==> config.mk <==
export PLATFORM = sky130hd
export DESIGN_NAME = data_mem_ctrl
export DESIGN_NICKNAME = d
export VERILOG_FILES = /design/src/rtl/mem_pkg.sv /design/src/rtl/data_mem_ctrl.sv
export SDC_FILE = /design/constraint.sdc
export NUM_CORES = 1
export LEC_CHECK = 0
export BUFFER_PORTS_ARGS = -buffer_cell sky130_fd_sc_hd__buf_2
export CORE_ASPECT_RATIO = 0.75
export CORE_MARGIN = 2
export CORE_UTILIZATION = 52
export DETAILED_ROUTE_END_ITERATION = 8
export GPL_ROUTABILITY_DRIVEN = 1
export HOLD_SLACK_MARGIN = 0.03
export PLACE_DENSITY = 0.85
export SLEW_MARGIN = 20
export SYNTH_ARGS = -nofsm -noshare
export SYNTH_HDL_FRONTEND = slang
export SYNTH_SLANG_ARGS = --single-unit
==> constraint.sdc <==
create_clock -name clk -period 3.54 [get_ports clk]
set_input_delay 0.708 -clock clk [delete_from_list [all_inputs] [get_ports clk]]
set_output_delay 0.708 -clock clk [all_outputs]
set_load 0.05 [all_outputs]
==> src/rtl/mem_pkg.sv <==
// mem_pkg: state encoding and widths shared by the data-memory controller and its users.
package mem_pkg;
  localparam logic [1:0] ST_IDLE = 2'd0;
  localparam logic [1:0] ST_REQ  = 2'd1;
  localparam logic [1:0] ST_DONE = 2'd2;
  localparam int MEM_ADDR_W = 15;
  localparam int DATA_W = 16;
  localparam logic [DATA_W-1:0] ERR_RDATA = 16'h0000;
endpackage

==> src/rtl/data_mem_ctrl.sv <==
// data_mem_ctrl: memory-stage controller running one req/ack data-memory transaction per LW/SW,
// stalling the core until it completes and flagging misalignment, conflicting controls and ack timeout.
module data_mem_ctrl
  import mem_pkg::*;
#(
  parameter int TIMEOUT = 15
) (
  input  logic                  clk,
  input  logic                  rst_n,
  input  logic                  mem_read,
  input  logic                  mem_write,
  input  logic [15:0]           addr,
  input  logic [DATA_W-1:0]     wdata,
  output logic                  stall,
  output logic [DATA_W-1:0]     rdata_out,
  output logic                  rdata_valid,
  output logic                  err,
  output logic                  mem_req,
  output logic                  mem_we,
  output logic [MEM_ADDR_W-1:0] mem_addr,
  output logic [DATA_W-1:0]     mem_wdata,
  input  logic                  mem_ack,
  input  logic [DATA_W-1:0]     mem_rdata
);
  localparam logic [7:0] CNT_LAST = 8'(TIMEOUT - 1);
  logic [1:0]            state_q, state_d;
  logic [7:0]            cnt_q, cnt_d;
  logic                  we_q, we_d;
  logic [MEM_ADDR_W-1:0] maddr_q, maddr_d;
  logic [DATA_W-1:0]     wdata_q, wdata_d;
  logic [DATA_W-1:0]     rdata_q, rdata_d;
  logic                  err_q, err_d;
  logic                  request, legal;
  assign request = mem_read | mem_write;
  assign legal = (mem_read ^ mem_write) & ~addr[0];
  always_comb begin
    state_d = state_q;
    cnt_d = cnt_q;
    we_d = we_q;
    maddr_d = maddr_q;
    wdata_d = wdata_q;
    rdata_d = rdata_q;
    err_d = err_q;
    if (state_q == ST_IDLE) begin
      if (request && legal) begin
        we_d = mem_write;
        maddr_d = addr[15:1];
        wdata_d = wdata;
        cnt_d = '0;
        state_d = ST_REQ;
      end else if (request) begin
        err_d = 1'b1;
        rdata_d = ERR_RDATA;
        state_d = ST_DONE;
      end
    end else if (state_q == ST_REQ) begin
      if (mem_ack) begin
        rdata_d = we_q ? rdata_q : mem_rdata;
        state_d = ST_DONE;
      end else if (cnt_q == CNT_LAST) begin
        err_d = 1'b1;
        rdata_d = ERR_RDATA;
        state_d = ST_DONE;
      end else begin
        cnt_d = cnt_q + 8'd1;
      end
    end else begin
      state_d = ST_IDLE;
    end
  end
  always_ff @(posedge clk or negedge rst_n) begin
    if (!rst_n) begin
      state_q <= ST_IDLE;
      cnt_q <= '0;
      we_q <= 1'b0;
      maddr_q <= '0;
      wdata_q <= '0;
      rdata_q <= ERR_RDATA;
      err_q <= 1'b0;
    end else begin
      state_q <= state_d;
      cnt_q <= cnt_d;
      we_q <= we_d;
      maddr_q <= maddr_d;
      wdata_q <= wdata_d;
      rdata_q <= rdata_d;
      err_q <= err_d;
    end
  end
  // mem_req decodes straight from state so an async reset drops it without waiting for a clock
  assign mem_req = state_q == ST_REQ;
  assign stall = (state_q == ST_IDLE && request) || state_q == ST_REQ;
  assign rdata_valid = state_q == ST_DONE;
  assign rdata_out = rdata_q;
  assign err = err_q;
  assign mem_we = we_q;
  assign mem_addr = maddr_q;
  assign mem_wdata = wdata_q;
endmodule
Word level (Yosys, flattened, before mapping)
Index checks and enable logic that the tools add are counted.

cells by class
  equality and inequality tests = 11
  reductions and logical operators = 12
  bitwise gates (word level) = 4
  add/subtract/negate cells = 1
  muxes and demuxes = 24

operators with widths
  kind                   number
  $mux W16               7
  $mux W8                5
  $mux W2                6
  $reduce_and A5 Y1      2
  $add A8 B1 Y8 const B  1
  $eq A8 B4 Y1 const B   1
  $mux W1                6
  $ne A2 B2 Y1 const B   3
  $ne A2 B1 Y1 const B   2
  $ne A4 B1 Y1 const B   1
  $reduce_and A2 Y1      2
  $reduce_and A4 Y1      1
  $reduce_bool A2 Y1     2
  $ne A3 B2 Y1 const B   1
  $ne A3 B3 Y1 const B   1
  $reduce_bool A3 Y1     1
  $eq A2 B1 Y1 const B   1
  $eq A2 B2 Y1 const B   1
  $logic_and A1 B1 Y1    2
  $logic_not A2 Y1       1
  $and A1 B1 Y1          1
  $logic_or A1 B1 Y1     1
  $not A1 Y1             1
  $or A1 B1 Y1           1
  $xor A1 B1 Y1          1

storage, ports and cells
  input bits = 53
  output and inout port bits = 52
  register bits after elaboration = 59
  word-level logic and storage cells = 59

Logic depth before layout (Yosys ltp)
  depth after elaboration = 5
  gate-level depth with buffers = 8
  mapped depth without buffers = 6

Worst setup path before layout
OpenSTA, ideal clock, no wires.

  path type = input -> output
  start point = input port mem_read
  end point = output port stall
  setup slack = 1.066 ns
  stages = 3
  buffers on the path = 0
  arrival = 1.766 ns
  data required time = 2.832 ns
  path through = inv_1 > ha_1 > a21oi_1

on the way
  cells in the longest elaborated chain, start to end = 3

ends and longest elaborated chain
  element              line                 text
  start: declaration   data_mem_ctrl.sv:10  input logic mem_read,
  $or A1 B1 Y1         data_mem_ctrl.sv:34  assign request = mem_read | mem_write;
  $logic_and A1 B1 Y1  data_mem_ctrl.sv:92  assign stall = (state_q == ST_IDLE && request) || state_q == ST_REQ;
  $logic_or A1 B1 Y1   data_mem_ctrl.sv:92
  end: declaration     data_mem_ctrl.sv:14  output logic stall,

Every way passes these cells.

Final worst setup path
  start point = register cnt_q[0]
  end point = register rdata_q[5] (netlist: rdata_out[5])

on the way
  cells in the longest elaborated chain, start to end = 3

ends and longest elaborated chain
  element                       line                 text
  start: declaration            data_mem_ctrl.sv:27  logic [7:0] cnt_q, cnt_d;
  start signal: assignment      data_mem_ctrl.sv:82  cnt_q <= cnt_d;
  $eq A8 B4 Y1                  data_mem_ctrl.sv:60  end else if (cnt_q == CNT_LAST) begin
  $reduce_bool A3 Y1 (no line)  n/a
  $reduce_and A5 Y1 (no line)   n/a
  end signal: assignment        data_mem_ctrl.sv:86  rdata_q <= rdata_d;
  end: declaration              data_mem_ctrl.sv:31  logic [DATA_W-1:0] rdata_q, rdata_d;

Every way passes these cells.
A chain may end at the register's enable or synchronous reset.

==> flow_summary.json <==
{
  "stdcell_count": 448,
  "switching_share_pct": 52.5,
  "worst-path-buf-inv": 2,
  "finalSetupViolations": 0,
  "min_path_type": "input pin to async pin",
  "rsz0062_at_grt": "false",
  "ys_seq_area_share_pct": 56.8,
  "rows": 22,
  "startpoint_type": "register",
  "worstPathMaxFanout": 16,
  "start_util_pct": 53.6,
  "fillers": 392,
  "post_dp_cell_area_mm2": 0.00317,
  "grt_max_degree": 43,
  "route.antenna.remaining_nets": 0,
  "finalWirelength_um": 5770,
  "post_drt_wl_per_cell_um": 12.9,
  "comb_power_share_pct": 52.8,
  "portBuffers": 104,
  "yosysUniqueCellTypes": 32,
  "syn_to_final_growth_pct": 29.3,
  "end_kind": "register",
  "pin_count": 105,
  "synthesis.area_mm2": 0.00260,
  "dieArea_mm2": 0.00558,
  "tightest_slew_ps": 757,
  "grt_pass1_vias": 2265,
  "finalHoldViolations": 0,
  "relSlewSlack_pct": 49.5,
  "fin_area_mm2": 0.00336,
  "track_usage_pct": 23.1,
  "slowest_delay_ps": 470,
  "cts_buffers": 9,
  "outcome": "completed",
  "synth_warnings": 0,
  "drcViolationCount": 0,
  "cap_violations": 0,
  "cts_tree": "built",
  "fin_setup_tns_ps": 0,
  "dp_cells": 432,
  "cp_top_family": "simple AND/OR/NAND/NOR gates",
  "cp.required_ps": 3790,
  "drtPass1Iterations": 4,
  "syn_nets": 332,
  "gp_congestion": 0.717,
  "hold_buffers": 0,
  "p_seq_share_pct": 31.1,
  "vias": 2229,
  "viasPerCell": 4.98,
  "drive_gt1_share_pct": 34.5,
  "cp_cell_sequence": "inv_1 > ha_1 > or4b_4 > o311a_4 > nor4_4 > buf_4 > mux2i_1",
  "power.internal_w": 0.00177,
  "synth_seq_cells": 59,
  "die_w_um": 85.6,
  "antenna_found_initial": 0,
  "h-tree-depth": 3,
  "fmax_mhz": 433,
  "grt_overflow_total": 0,
  "p_leak_nw": 1.89,
  "cts_resized": 0,
  "grt_pass1_wl_um": 9810,
  "clock-sinks": 59,
  "worst_path_max_delay_cell": "or4b_4",
  "insertedDiodeCount": 0,
  "clk_pin_slew_worst_paths_ps": 70,
  "ctsRootBufferMaster": "clkbuf_8",
  "synthCells": 276,
  "power_w": 0.00373,
  "layout_min_cycle_time_ps": 2310,
  "nNetsFinal": 439,
  "clockBufferDepth": 2,
  "power.switching_w": 0.00196,
  "dpl.hpwl_um": 3950,
  "cp.arrival_ps": 2550,
  "power_density_mw_per_mm2": 1110,
  "clock_skew_ps": 11.2,
  "pwr-share-clk_pct": 16.1,
  "drt_iter0_drc": 85,
  "cts_setup_buffers": 0,
  "drv_slew": 0,
  "crit_type": "register to register",
  "core-area_mm2": 0.00484,
  "ir_drop_mv": 0.736,
  "period_share_pct": 65.2,
  "avgSynthCellArea_um2": 9.42,
  "die_h_um": 65.2,
  "clock_latency_ps": 340
}
per-layer routing:
layer  part of all wire [%]  vias to the layer above  GRT usage (%)
met3                    8.6                       10           9.17
met5                      0                        -              0
met2                     45                       99           37.5
met4                    1.4                        0           7.74
li1                       -                     1092              -
met1                     45                     1028           28.3
placed cells by master (no fill, tap or decap), types with 3 or more instances in the layout:
cell type,n
or4_1,5
ha_1,3
buf_4,5
dfrtp_1,59
nand3_1,4
mux2i_1,16
clkbuf_8,10
inv_1,23
o211ai_1,6
buf_2,104
clkinv_2,3
nand2_1,120
a21oi_1,3
cell families (layout without fill, tap and decap cells):
logic type      count (synthesis)  count (layout)  share of synthesized area, %
simple gates                  146             146                          24.8
flops                          59              59                          56.8
buf+inv                        36             148                          6.07
compound gates                 16              16                          4.72
mux                            16              16                          6.16
fa+ha+maj                       3               3                          1.44
final cells by class:
cell class / count / area, um^2 / area share, %
clock buffer: 11 / 141 / 4.21
clock inverter: 5 / 52.6 / 1.56
inverter: 23 / 86.3 / 2.57
multi-input combinational: 181 / 970 / 28.9
sequential: 59 / 1480 / 43.9
tap: 60 / 75.1 / 2.23
timing repair buffer: 109 / 558 / 16.6
power by group through the flow:
stage	sequential [W]	combinational, W	clock [W]
floorplan	0.00211	0.000579	0
global placement	0.00116	0.00194	0
detailed placement	0.00116	0.00199	0
CTS	0.00116	0.00199	0.000613
global route	0.00120	0.00210	0.000645
finish	0.00116	0.00197	0.000599
flip-flops by register name, summed over array words and instances, names as in the netlist:
name	count
mem_wdata	16
rdata_out	16
mem_addr	15
cnt_q	8
state_q	2
err	1
mem_we	1
metrics by stage:
stage / setup slack [ps] / hold WS [ps] / utilization (%)
6_report: 1230 / 443 / 69.3
5_1_grt: 1070 / 488 / 69.3
4_1_cts: 1210 / 459 / 69.3
3_5_place_dp: 1150 / 453 / 65.3
3_3_place_gp: 1200 / 441 / 65.3
2_1_floorplan: 1070 / 412 / -
cell usage after synthesis:
cell	count	share of area, %
or3_1	1	0.24
a21o_1	1	0.29
ha_1	3	1.4
a21oi_1	3	0.58
dfrtp_1	59	57
or2_2	1	0.24
or4_1	5	1.4
nor2_1	1	0.14
o21ai_0	2	0.39
o31ai_1	1	0.29
nor3_1	1	0.19
a211oi_1	1	0.29
mux2i_1	16	6.2
and4_2	1	0.39
and3_1	1	0.24
or3_2	1	0.29
o211ai_1	6	1.7
nor2b_1	1	0.24
nand3_1	4	0.77
and3_2	1	0.29
or4b_4	1	0.53
or4_2	1	0.34
nand2_1	120	17
o311ai_1	1	0.34
clkbuf_1	10	1.4
and2_1	2	0.48
inv_1	23	3.3
nor4_4	1	0.82
buf_6	3	1.3
nand4_1	2	0.48
or2b_2	1	0.34
o311a_4	1	0.82
worst paths after layout:
check | startpoint | end | slack, ps | cells past startpoint
worst max-delay path | cnt_q[0] | rdata_out[5] | 1230 | 7
worst min-delay path | rst_n | rdata_out[2] | 440 | 1
worst max register to register | cnt_q[0] | rdata_out[5] | 1230 | 7
worst min register to register | err | err | 460 | 1
max in group asynchronous | rst_n | cnt_q[5] | 2270 | 2
min in group clk | err | err | 460 | 1
Power figures use the tool's default switching activity.
